$ cat config.mk
export PLATFORM = sky130hd
export DESIGN_NAME = dm_port_arbiter
export DESIGN_NICKNAME = d
export VERILOG_FILES = /design/src/rtl/dm_port_arbiter.sv
export SDC_FILE = /design/constraint.sdc
export NUM_CORES = 1
export LEC_CHECK = 0
export CAP_MARGIN = 20
export CORE_AREA = 2 2 120 122
export CTS_BUF_LIST = sky130_fd_sc_hd__clkbuf_8 sky130_fd_sc_hd__clkbuf_16
export DETAILED_ROUTE_END_ITERATION = 12
export DIE_AREA = 0 0 122 124
export PLACE_DENSITY_LB_ADDON = 0.15
export SKIP_CTS_REPAIR_TIMING = 1
export SYNTH_ARGS = -nofsm -noshare
export SYNTH_HDL_FRONTEND = slang
export SYNTH_SLANG_ARGS = --single-unit
export TNS_END_PERCENT = 10
$ cat constraint.sdc
create_clock -name clk -period 6.1 [get_ports clk]
set_clock_uncertainty 0.1 [all_clocks]
set_input_delay 1.22 -clock clk [delete_from_list [all_inputs] [get_ports clk]]
set_output_delay 1.22 -clock clk [all_outputs]
set_load 0.05 [all_outputs]
$ cat src/rtl/dm_port_arbiter.sv
// Two-port arbiter in front of the single-port data memory.
// CPU MEM stage vs debug/loader port, with starvation guard and hold.
module dm_port_arbiter #(
    parameter int STARVE_MAX = 4,
    parameter int ADDR_LIMIT = 512
) (
    input  logic        clk,
    input  logic        rstn,
    input  logic        cpu_req,
    input  logic        cpu_we,
    input  logic [31:0] cpu_addr,
    input  logic [31:0] cpu_wdata,
    input  logic [2:0]  cpu_type,
    output logic        cpu_stall,
    output logic        cpu_rvalid,
    output logic [31:0] cpu_rdata,
    output logic        cpu_err,
    input  logic        dbg_req,
    input  logic        dbg_we,
    input  logic [31:0] dbg_addr,
    input  logic [31:0] dbg_wdata,
    input  logic        dbg_hold,
    output logic        dbg_rvalid,
    output logic        dbg_err,
    output logic [31:0] dbg_rdata,
    output logic        mem_we,
    output logic [31:0] mem_addr,
    output logic [31:0] mem_wdata,
    output logic [2:0]  mem_type,
    input  logic [31:0] mem_rdata
);

    localparam logic [3:0]  SMAX = 4'(STARVE_MAX);
    localparam logic [31:0] LIM  = 32'(ADDR_LIMIT);

    logic [3:0] starve_cnt;
    logic       cpu_gnt;
    logic       dbg_gnt;
    logic       cpu_legal;
    logic       dbg_legal;
    logic       sel_we;
    logic       sel_legal;

    // Alignment, type-code and range check for one access.
    function automatic logic legal(input logic [31:0] a,
                                   input logic [2:0]  t);
        logic ok;
        case (t)
            3'b000:          ok = (a[1:0] == 2'b00);
            3'b001, 3'b010:  ok = ~a[0];
            3'b011, 3'b100:  ok = 1'b1;
            default:         ok = 1'b0;
        endcase
        return ok && (a < LIM);
    endfunction

    assign cpu_legal = legal(cpu_addr, cpu_type);
    assign dbg_legal = legal(dbg_addr, 3'b000);

    // Priority grant: hold, then starvation relief, then CPU, then debug.
    always_comb begin
        cpu_gnt = 1'b0;
        dbg_gnt = 1'b0;
        if (dbg_hold) begin
            dbg_gnt = dbg_req;
        end else if (starve_cnt == SMAX && dbg_req) begin
            dbg_gnt = 1'b1;
        end else if (cpu_req) begin
            cpu_gnt = 1'b1;
        end else if (dbg_req) begin
            dbg_gnt = 1'b1;
        end
    end

    assign cpu_stall = cpu_req & ~cpu_gnt;

    // Route the granted port onto the memory bus; idle bus is all zero.
    always_comb begin
        sel_we    = 1'b0;
        sel_legal = 1'b0;
        mem_addr  = 32'd0;
        mem_wdata = 32'd0;
        mem_type  = 3'b000;
        if (cpu_gnt) begin
            sel_we    = cpu_we;
            sel_legal = cpu_legal;
            mem_addr  = cpu_addr;
            mem_wdata = cpu_wdata;
            mem_type  = cpu_type;
        end else if (dbg_gnt) begin
            sel_we    = dbg_we;
            sel_legal = dbg_legal;
            mem_addr  = dbg_addr;
            mem_wdata = dbg_wdata;
        end
    end

    // Writes are suppressed outright while reset is asserted.
    assign mem_we = rstn & sel_we & sel_legal;

    // Count cycles debug waits behind the CPU, saturating.
    always_ff @(posedge clk or negedge rstn) begin
        if (!rstn) begin
            starve_cnt <= 4'd0;
        end else if (dbg_req && cpu_gnt) begin
            if (starve_cnt != SMAX) begin
                starve_cnt <= starve_cnt + 4'd1;
            end
        end else begin
            starve_cnt <= 4'd0;
        end
    end

    // One-cycle response/error pulses and load data capture.
    always_ff @(posedge clk or negedge rstn) begin
        if (!rstn) begin
            cpu_rvalid <= 1'b0;
            cpu_err    <= 1'b0;
            cpu_rdata  <= 32'd0;
            dbg_rvalid <= 1'b0;
            dbg_err    <= 1'b0;
            dbg_rdata  <= 32'd0;
        end else begin
            cpu_rvalid <= cpu_gnt & cpu_legal;
            cpu_err    <= cpu_gnt & ~cpu_legal;
            dbg_rvalid <= dbg_gnt & dbg_legal;
            dbg_err    <= dbg_gnt & ~dbg_legal;
            if (cpu_gnt && cpu_legal && !cpu_we) begin
                cpu_rdata <= mem_rdata;
            end
            if (dbg_gnt && dbg_legal && !dbg_we) begin
                dbg_rdata <= mem_rdata;
            end
        end
    end

endmodule

### Word level (Yosys, flattened, before mapping)

Cells that the tools add are included.

* word-level logic and storage cells: 62
* latch bits: 0
* register bits: 72
* bits in writable memories: 0
* memories: 0
* input port bits: 170
* memory bits (read-only): 0

* add/subtract/negate cells: 1
* divide/modulo/power cells: 0
* equal/unequal tests: 7
* $lt $le $gt $ge: 2
* shift-type cells: 0
* multipliers: 0
* bitwise operators: 11
* mux-type cells: 19
* reduce and logical (&&, ||, !) cells: 15

Operators with widths (number)
* 32-bit two-way mux: 4
* 32-bit by 10-bit < comparator with 1-bit output, second input constant: 2
* 1-bit two-way mux: 11
* 1-bit logical AND: 8
* 4-bit two-way mux: 2
* 1-bit AND: 7
* 3-bit by 2-bit == test with 1-bit output, second input constant: 2
* 4-bit by 1-bit adder with 4-bit output, second input constant: 1
* 4-bit by 3-bit == test with 1-bit output, second input constant: 1
* 2-bit zero test: 2
* 4-bit by 3-bit inequality test with 1-bit output, second input constant: 1
* 1-bit inverter: 4
* 2-bit OR reduction: 2
* 3-bit by 1-bit == test with 1-bit output, second input constant: 1
* 3-bit == test, second input constant: 1
* 3-bit zero test: 1
* 3-bit two-way mux: 1
* 1-bit one-hot mux with 3 select lines: 1
* 1-bit zero test: 2
* 2-bit by 1-bit inequality test with 1-bit output, second input constant: 1

### Longest topological paths before layout

Gate-level depths: netlist of run 1.

* depth in word-level cells: 8
* depth in mapped cells: 8

### Worst setup path before layout of run 1

Ideal clock, no wire load.

* path kind: input-to-output
* start: in dbg_req
* end: out mem_addr[25]
* path slack: 1.942 ns
* path buffers: 1
* arrival: 2.838 ns
* stages: 4
* cell sequence: and4b_1 nor2_1 clkbuf_1 o21ai_0

* longest elaborated chain between the ends: 6
* elaborated cells between the ends (all ways): 9
* those cells by class: mux: 8; reduce/logical: 1

RTL lines
* from (decl): line 18 `input logic dbg_req,`
* 1-bit two-way mux: line 70 `end else if (dbg_req) begin`
* 1-bit two-way mux: line 68 `end else if (cpu_req) begin`
* 1-bit two-way mux: line 66 `end else if (starve_cnt == SMAX && dbg_req) begin`
* 1-bit two-way mux: line 64 `if (dbg_hold) begin`
* 32-bit two-way mux: line 90 `end else if (dbg_gnt) begin`
* 32-bit two-way mux *: line 84 `if (cpu_gnt) begin`
* to (decl): line 27 `output logic [31:0] mem_addr,`

Mark *: on every way between the ends. The rest lies on a longest branch, timed or not.

### Worst setup path in the final report of run 1

* start: in dbg_hold
* end: out mem_addr[23]

* longest elaborated chain between the ends: 3
* elaborated cells between the ends (all ways): 4
* those cells by class: mux: 4

RTL lines
* from (decl): line 22 `input logic dbg_hold,`
* 1-bit two-way mux: line 64
* 32-bit two-way mux: line 90
* 32-bit two-way mux *: line 84

Marked as above.

==> results of run 1 <==
[routing by layer]
metal	global-route usage, %	wire length [µm]
met1	20.4	5510
met2	36.6	7970
met3	5.82	1330
met4	10.4	688
met5	0	0
[where the power goes]
part	internal (mW)	switching, mW	total, mW
clock	0.363	0.205	0.569
sequential	0.479	0.000574	0.479
combinational	0.173	0.223	0.396
[registers in the layout, summed over array words and instances (netlist names)]
name / cells
starve_cnt: 4
dbg_err: 1
dbg_rvalid: 1
cpu_rvalid: 1
cpu_rdata: 32
dbg_rdata: 32
cpu_err: 1
[worst max-delay path: stages]
cell and delay [ns]:
clkdlybuf4s50_1 0.44, nand2b_1 0.28, nor2_4 0.30, buf_4 0.35, buf_4 0.27, nand2_1 0.07
o21ai_0 0.08, clkdlybuf4s50_1 0.83
[cell type report]
| class | count | area (µm²) | share of cell area (%) |
|---|---|---|---|
| tap | 180 | 225 | 3.05 |
| clock inverter | 7 | 103 | 1.39 |
| clock buffer | 9 | 225 | 3.05 |
| multi-input combinational | 309 | 1900 | 25.7 |
| sequential | 72 | 1800 | 24.4 |
| timing repair buffer | 314 | 3110 | 42.2 |
| inverter | 2 | 7.51 | 0.102 |
[cells by family after synthesis]
| group | Yosys count | synth area share (%) |
|---|---|---|
| AO/OA/AOI/OAI | 30 | 4.30 |
| buffers and inverters | 30 | 3.81 |
| adder cells (fa/ha/maj) | 2 | 0.652 |
| AND/OR/NAND/NOR | 211 | 25.1 |
| XOR/XNOR | 2 | 0.456 |
| flip-flops | 72 | 46.9 |
| multiplexers | 64 | 18.8 |
[placed cells by master, fill, tap and decap left out]
cell type	Yosys	final
and4b_1	1	1
nand2_1	129	129
dfrtp_1	72	72
buf_4	3	8
clkinv_2	0	1
nor4_2	1	1
nor2_4	0	1
o221a_2	1	1
nor3_1	6	6
nor4_1	10	10
and2_1	5	5
inv_8	0	1
nand3_1	42	42
a21bo_2	1	1
clkdlybuf4s50_1	0	304
nor4b_4	1	1
nand2b_1	1	1
mux2_2	59	59
mux2_1	5	5
and3_1	2	2
inv_6	0	2
or3b_2	1	1
nor2_1	8	7
clkbuf_16	0	9
nand4_1	2	2
xnor2_1	1	1
a21oi_2	1	1
or2_1	0	1
nor4_4	1	1
clkinv_4	0	1
xor2_1	1	1
bufinv_16	0	2
o21ai_0	27	27
buf_2	0	2
ha_1	2	2
inv_1	2	2
[how the worst max path moves through the flow]
stage          startpoint      endpoint  slack, ns
6_report         dbg_hold  mem_addr[23]       0.92
4_1_cts          dbg_hold  mem_addr[23]       0.92
3_3_place_gp     dbg_hold  mem_addr[23]       0.96
5_1_grt          dbg_hold  mem_addr[26]       0.73
3_5_place_dp     dbg_hold  mem_addr[23]       0.92
2_1_floorplan     dbg_req  mem_addr[25]       1.94
[stage by stage]
stage	power, mW	instances
after global routing	1.50	893
after detailed placement	0.884	877
after global placement	0.883	877
final	1.44	893
after CTS	1.46	893
after floorplan	0.668	411
==> flow_metrics.tcl, run 1 <==
set metrics [dict create \
    num_io_pins 307 \
    die_area_um2 15100 \
    required_ns 4.78 \
    root_buffer "clkbuf_16" \
    synth_common_cells "129 x nand2_1, 72 x dfrtp_1, 59 x mux2_2" \
    hold_depth 1 \
    synthToLayoutAreaGrowth_pct 92.1 \
    cts_sinks 72 \
    synth_fp_nets 583 \
    synthTopCellsByArea "dfrtp_1 47%, mux2_2 17%, nand2_1 13%" \
    ys_warn_count 0 \
    die_h_um 124 \
    tns_ns 0 \
    wl_per_cell_um 17.4 \
    cp_max_fo 38 \
    status "complete, no violations" \
    dr_total_vias 4184 \
    gp_congestion 0.954 \
    ant_nets 0 \
    cts_buffers 9 \
    fin_crit_sh_pct 84.9 \
    ys.flop_type "dfrtp_1" \
    worst_pin_slew_ns 0.877 \
    clock_latency_ns 0.32 \
    grt_pass1_wl_mm 22.8 \
    hold_slack_ns 0.388 \
    yosysSeqAreaShare_pct 46.9 \
    fmaxAchievable_mhz 193 \
    peakVddDrop_mv 0.155 \
    grt_util_all_layers_pct 19.9 \
    min_path_type "reg2reg" \
    cts.htree.levels 3 \
    async_flop_share_pct 100 \
    r2r.worst_path.cells 7 \
    wl_mm 15.5 \
    power.density_nw_per_um2 196 \
    slew_violations 0 \
    reg2reg_from "starve_cnt[0]" \
    num_antenna_cells 0 \
    drc 0 \
    netlist_area_um2 3840 \
    core_um2 13700 \
    num-fill-cells 1259 \
    final_area_um2 7370 \
    place_ws_ns 0.920 \
    setup_ws_ns 0.920 \
    cts_tree "yes" \
    rr_endpoint "dbg_rdata[27]" \
    crit_arrival_ns 3.86 \
    cts_buffer_depth 2 \
    relSlewSlack_pct 41.6 \
    synth_largest_area_cell "dfrtp_1" \
    clk_pin_slew_ns 0.06 \
    setup_violations 0 \
    first_pass_iters 4 \
    grt_max_degree 73 \
    port-buffer-count 306 \
    syn_avg_cell_area_um2 9.34 \
    r2r_slack_ns 3.66 \
    grt_pass1_vias 4358 \
    end_kind "primary output" \
    fp-row-count 43 \
    leakagePower_nw 3.27 \
    synth.distinct_cells 29 \
    antenna_found_initial 0 \
    fin_nets 880 \
    hp-start "cpu_rdata[2]" \
    synth_edf_count 0 \
    critical_path_class "in2out" \
    hold_viol 0 \
    critPathLaunchType "primary input" \
    overflow 0 \
    drt_iter0_drc 195 \
    post_drt_via_cell_ratio 4.69 \
    yosysMostFrequentCell "nand2_1" \
    hpwl_mm 12.5 \
    start_util_pct 28.0 \
    chipWidth_um 122 \
    period_minus_slack_ns 5.18 \
    yosys.area.top_type_share_pct 46.9 \
    final_core_util_pct 53.7 \
    drive_gt1_share_pct 13.0 \
    place_area_um2 7050 \
    ys_seq_elements 72 \
    whs_endpoint "cpu_rdata[2]" \
    grt_setup_unrepaired "no" \
    synth_cells 411 \
    maxCapViolations 0 \
]
Power figures use the tool's default switching activity.
==> inputs of run 2 (changes only) <==
--- a/config.mk
+++ b/config.mk
@@ -6,10 +6,10 @@
 export NUM_CORES = 1
 export LEC_CHECK = 0
 export CAP_MARGIN = 20
-export CORE_AREA = 2 2 120 122
+export CORE_AREA = 2 2 118 120
 export CTS_BUF_LIST = sky130_fd_sc_hd__clkbuf_8 sky130_fd_sc_hd__clkbuf_16
 export DETAILED_ROUTE_END_ITERATION = 12
-export DIE_AREA = 0 0 122 124
+export DIE_AREA = 0 0 120 122
 export PLACE_DENSITY_LB_ADDON = 0.15
 export SKIP_CTS_REPAIR_TIMING = 1
 export SYNTH_ARGS = -nofsm -noshare
==> constraint.sdc (replaced) <==
create_clock -name clk -period 5.1 [get_ports clk]
set_clock_uncertainty 0.1 [all_clocks]
set_input_delay 1.02 -clock clk [delete_from_list [all_inputs] [get_ports clk]]
set_output_delay 1.02 -clock clk [all_outputs]
set_load 0.05 [all_outputs]
==> flow_metrics.tcl, run 2 (synthesized netlist as in run 1, its figures left out) <==
set metrics [dict create \
    wl_per_cell_um 16.8 \
    leakagePower_nw 3.43 \
    hold_viol 0 \
    final_cell_mix "255 x clkdlybuf4s50_1, 129 x nand2_1, 72 x dfrtp_1, 59 x mux2_2, 42 x nand3_1" \
    fin_crit_sh_pct 89.3 \
    dr_total_vias 4180 \
    overflow 0 \
    drc 0 \
    slowest_delay_ns 0.62 \
    worst_pin_slew_ns 0.899 \
    grt_pass1_wl_mm 22.6 \
    drt_iter0_drc 214 \
    num_antenna_cells 0 \
    grt_setup_unrepaired "no" \
    grt_util_all_layers_pct 20.1 \
    cts_buffer_depth 2 \
    clk_pin_slew_ns 0.06 \
    setup_violations 0 \
    num-fill-cells 1194 \
    power_mw 1.69 \
    final_common_cell "clkdlybuf4s50_1" \
    path_cells "clkdlybuf4s50_1, nand2b_1, nor2_4, buf_4, buf_4, nand2_1, o21ai_0, buf_4" \
    hpwl_mm 12.2 \
    grt_pass1_vias 4291 \
    root_buffer "clkbuf_16" \
    power.density_nw_per_um2 221 \
    start_util_pct 28.4 \
    cp_top_family "buffers and inverters" \
    tns_ns 0 \
    period_minus_slack_ns 4.56 \
    post_drt_via_cell_ratio 4.69 \
    die_h_um 122 \
    end_kind "primary output" \
    r2r.worst_path.cells 7 \
    crit_top_cell "buf_4" \
    maxCapViolations 0 \
    status "complete, no violations" \
    core_um2 13500 \
    peakVddDrop_mv 0.152 \
    min_path_type "reg2reg" \
    antenna_found_initial 0 \
    worst-path-buf-inv 4 \
    hold_depth 1 \
    gp_congestion 0.893 \
    fp-row-count 43 \
    clock_latency_ns 0.31 \
    relSlewSlack_pct 40.0 \
    cp_max_fo 38 \
    required_ns 3.98 \
    drive_gt1_share_pct 19.7 \
    num_io_pins 307 \
    synthToLayoutAreaGrowth_pct 98.6 \
    grt_max_degree 73 \
    first_pass_iters 4 \
    slew_violations 0 \
    fmaxAchievable_mhz 219 \
    critical_path_class "in2out" \
    cts_buffers 9 \
    cts_tree "yes" \
    chipWidth_um 120 \
    critPathLaunchType "primary input" \
    wl_mm 15.0 \
    port-buffer-count 306 \
    crit_cells 8 \
    die_area_um2 14600 \
    fin_nets 880 \
    cts_sinks 72 \
    largest_registers "cpu_rdata (32), dbg_rdata (32), starve_cnt (4)" \
    cts.htree.levels 3 \
    crit_slowest_cell "nor2_4" \
    ant_nets 0 \
    hold_slack_ns 0.385 \
    crit_arrival_ns 3.44 \
]
## run 2: cell count changes in the layout (fill, tap and decap cells not counted)
cell             previous run  this run
buf_12                      0        33
clkdlybuf4s50_1           304       255
buf_4                       8        24
inv_8                       1         0
inv_6                       2         0
bufinv_16                   2         1
inv_1                       2         3
clkinvlp_4                  0         2
## run 2: layer usage
metal	share of wire (%)	global-route usage [%]	wire (µm)
met1	38	21.4	5630
met2	53	37.7	7930
met3	6.6	5.34	993
met4	2.8	7.43	424
met5	0	0	0
## run 2: final timing paths
| check | from | end | slack, ns |
|---|---|---|---|
| setup / recovery | cpu_req | mem_addr[25] | 0.54 |
| hold / removal | cpu_rdata[2] | cpu_rdata[2] | 0.39 |
| setup reg to reg | starve_cnt[0] | dbg_rdata[16] | 2.69 |
| hold reg to reg | cpu_rdata[2] | cpu_rdata[2] | 0.39 |
| max in group asynchronous | rstn | cpu_rdata[24] | 3.46 |
| min in group asynchronous | rstn | dbg_rvalid | 0.84 |
## run 2: report_power, final
| part | switching [mW] | internal (mW) |
|---|---|---|
| clock network | 0.218 | 0.373 |
| registers | 0.000651 | 0.573 |
| logic | 0.277 | 0.245 |
| total | 0.495 | 1.19 |
## run 2: layout make-up
cell class	count	area [µm²]	area share, %
repair buffers	314	3400	44.6
multi-input cells	309	1900	24.9
flip-flops and latches	72	1800	23.6
clock buffers	9	225	2.95
well taps	180	225	2.95
clock inverters	6	62.6	0.821
inverters	2	7.51	0.0985
## run 2: per-stage QoR
| stage | worst slack (ns) | cells | utilization (%) | cell area [µm²] |
|---|---|---|---|---|
| after floorplan | 1.34 | 411 | - | 3840 |
| after global placement | 0.527 | 877 | 54.3 | 7340 |
| after detailed placement | 0.514 | 877 | 54.3 | 7340 |
| after CTS | 0.521 | 892 | 56.5 | 7620 |
| after global routing | 0.312 | 892 | 56.5 | 7620 |
| final | 0.544 | 892 | 56.5 | 7620 |
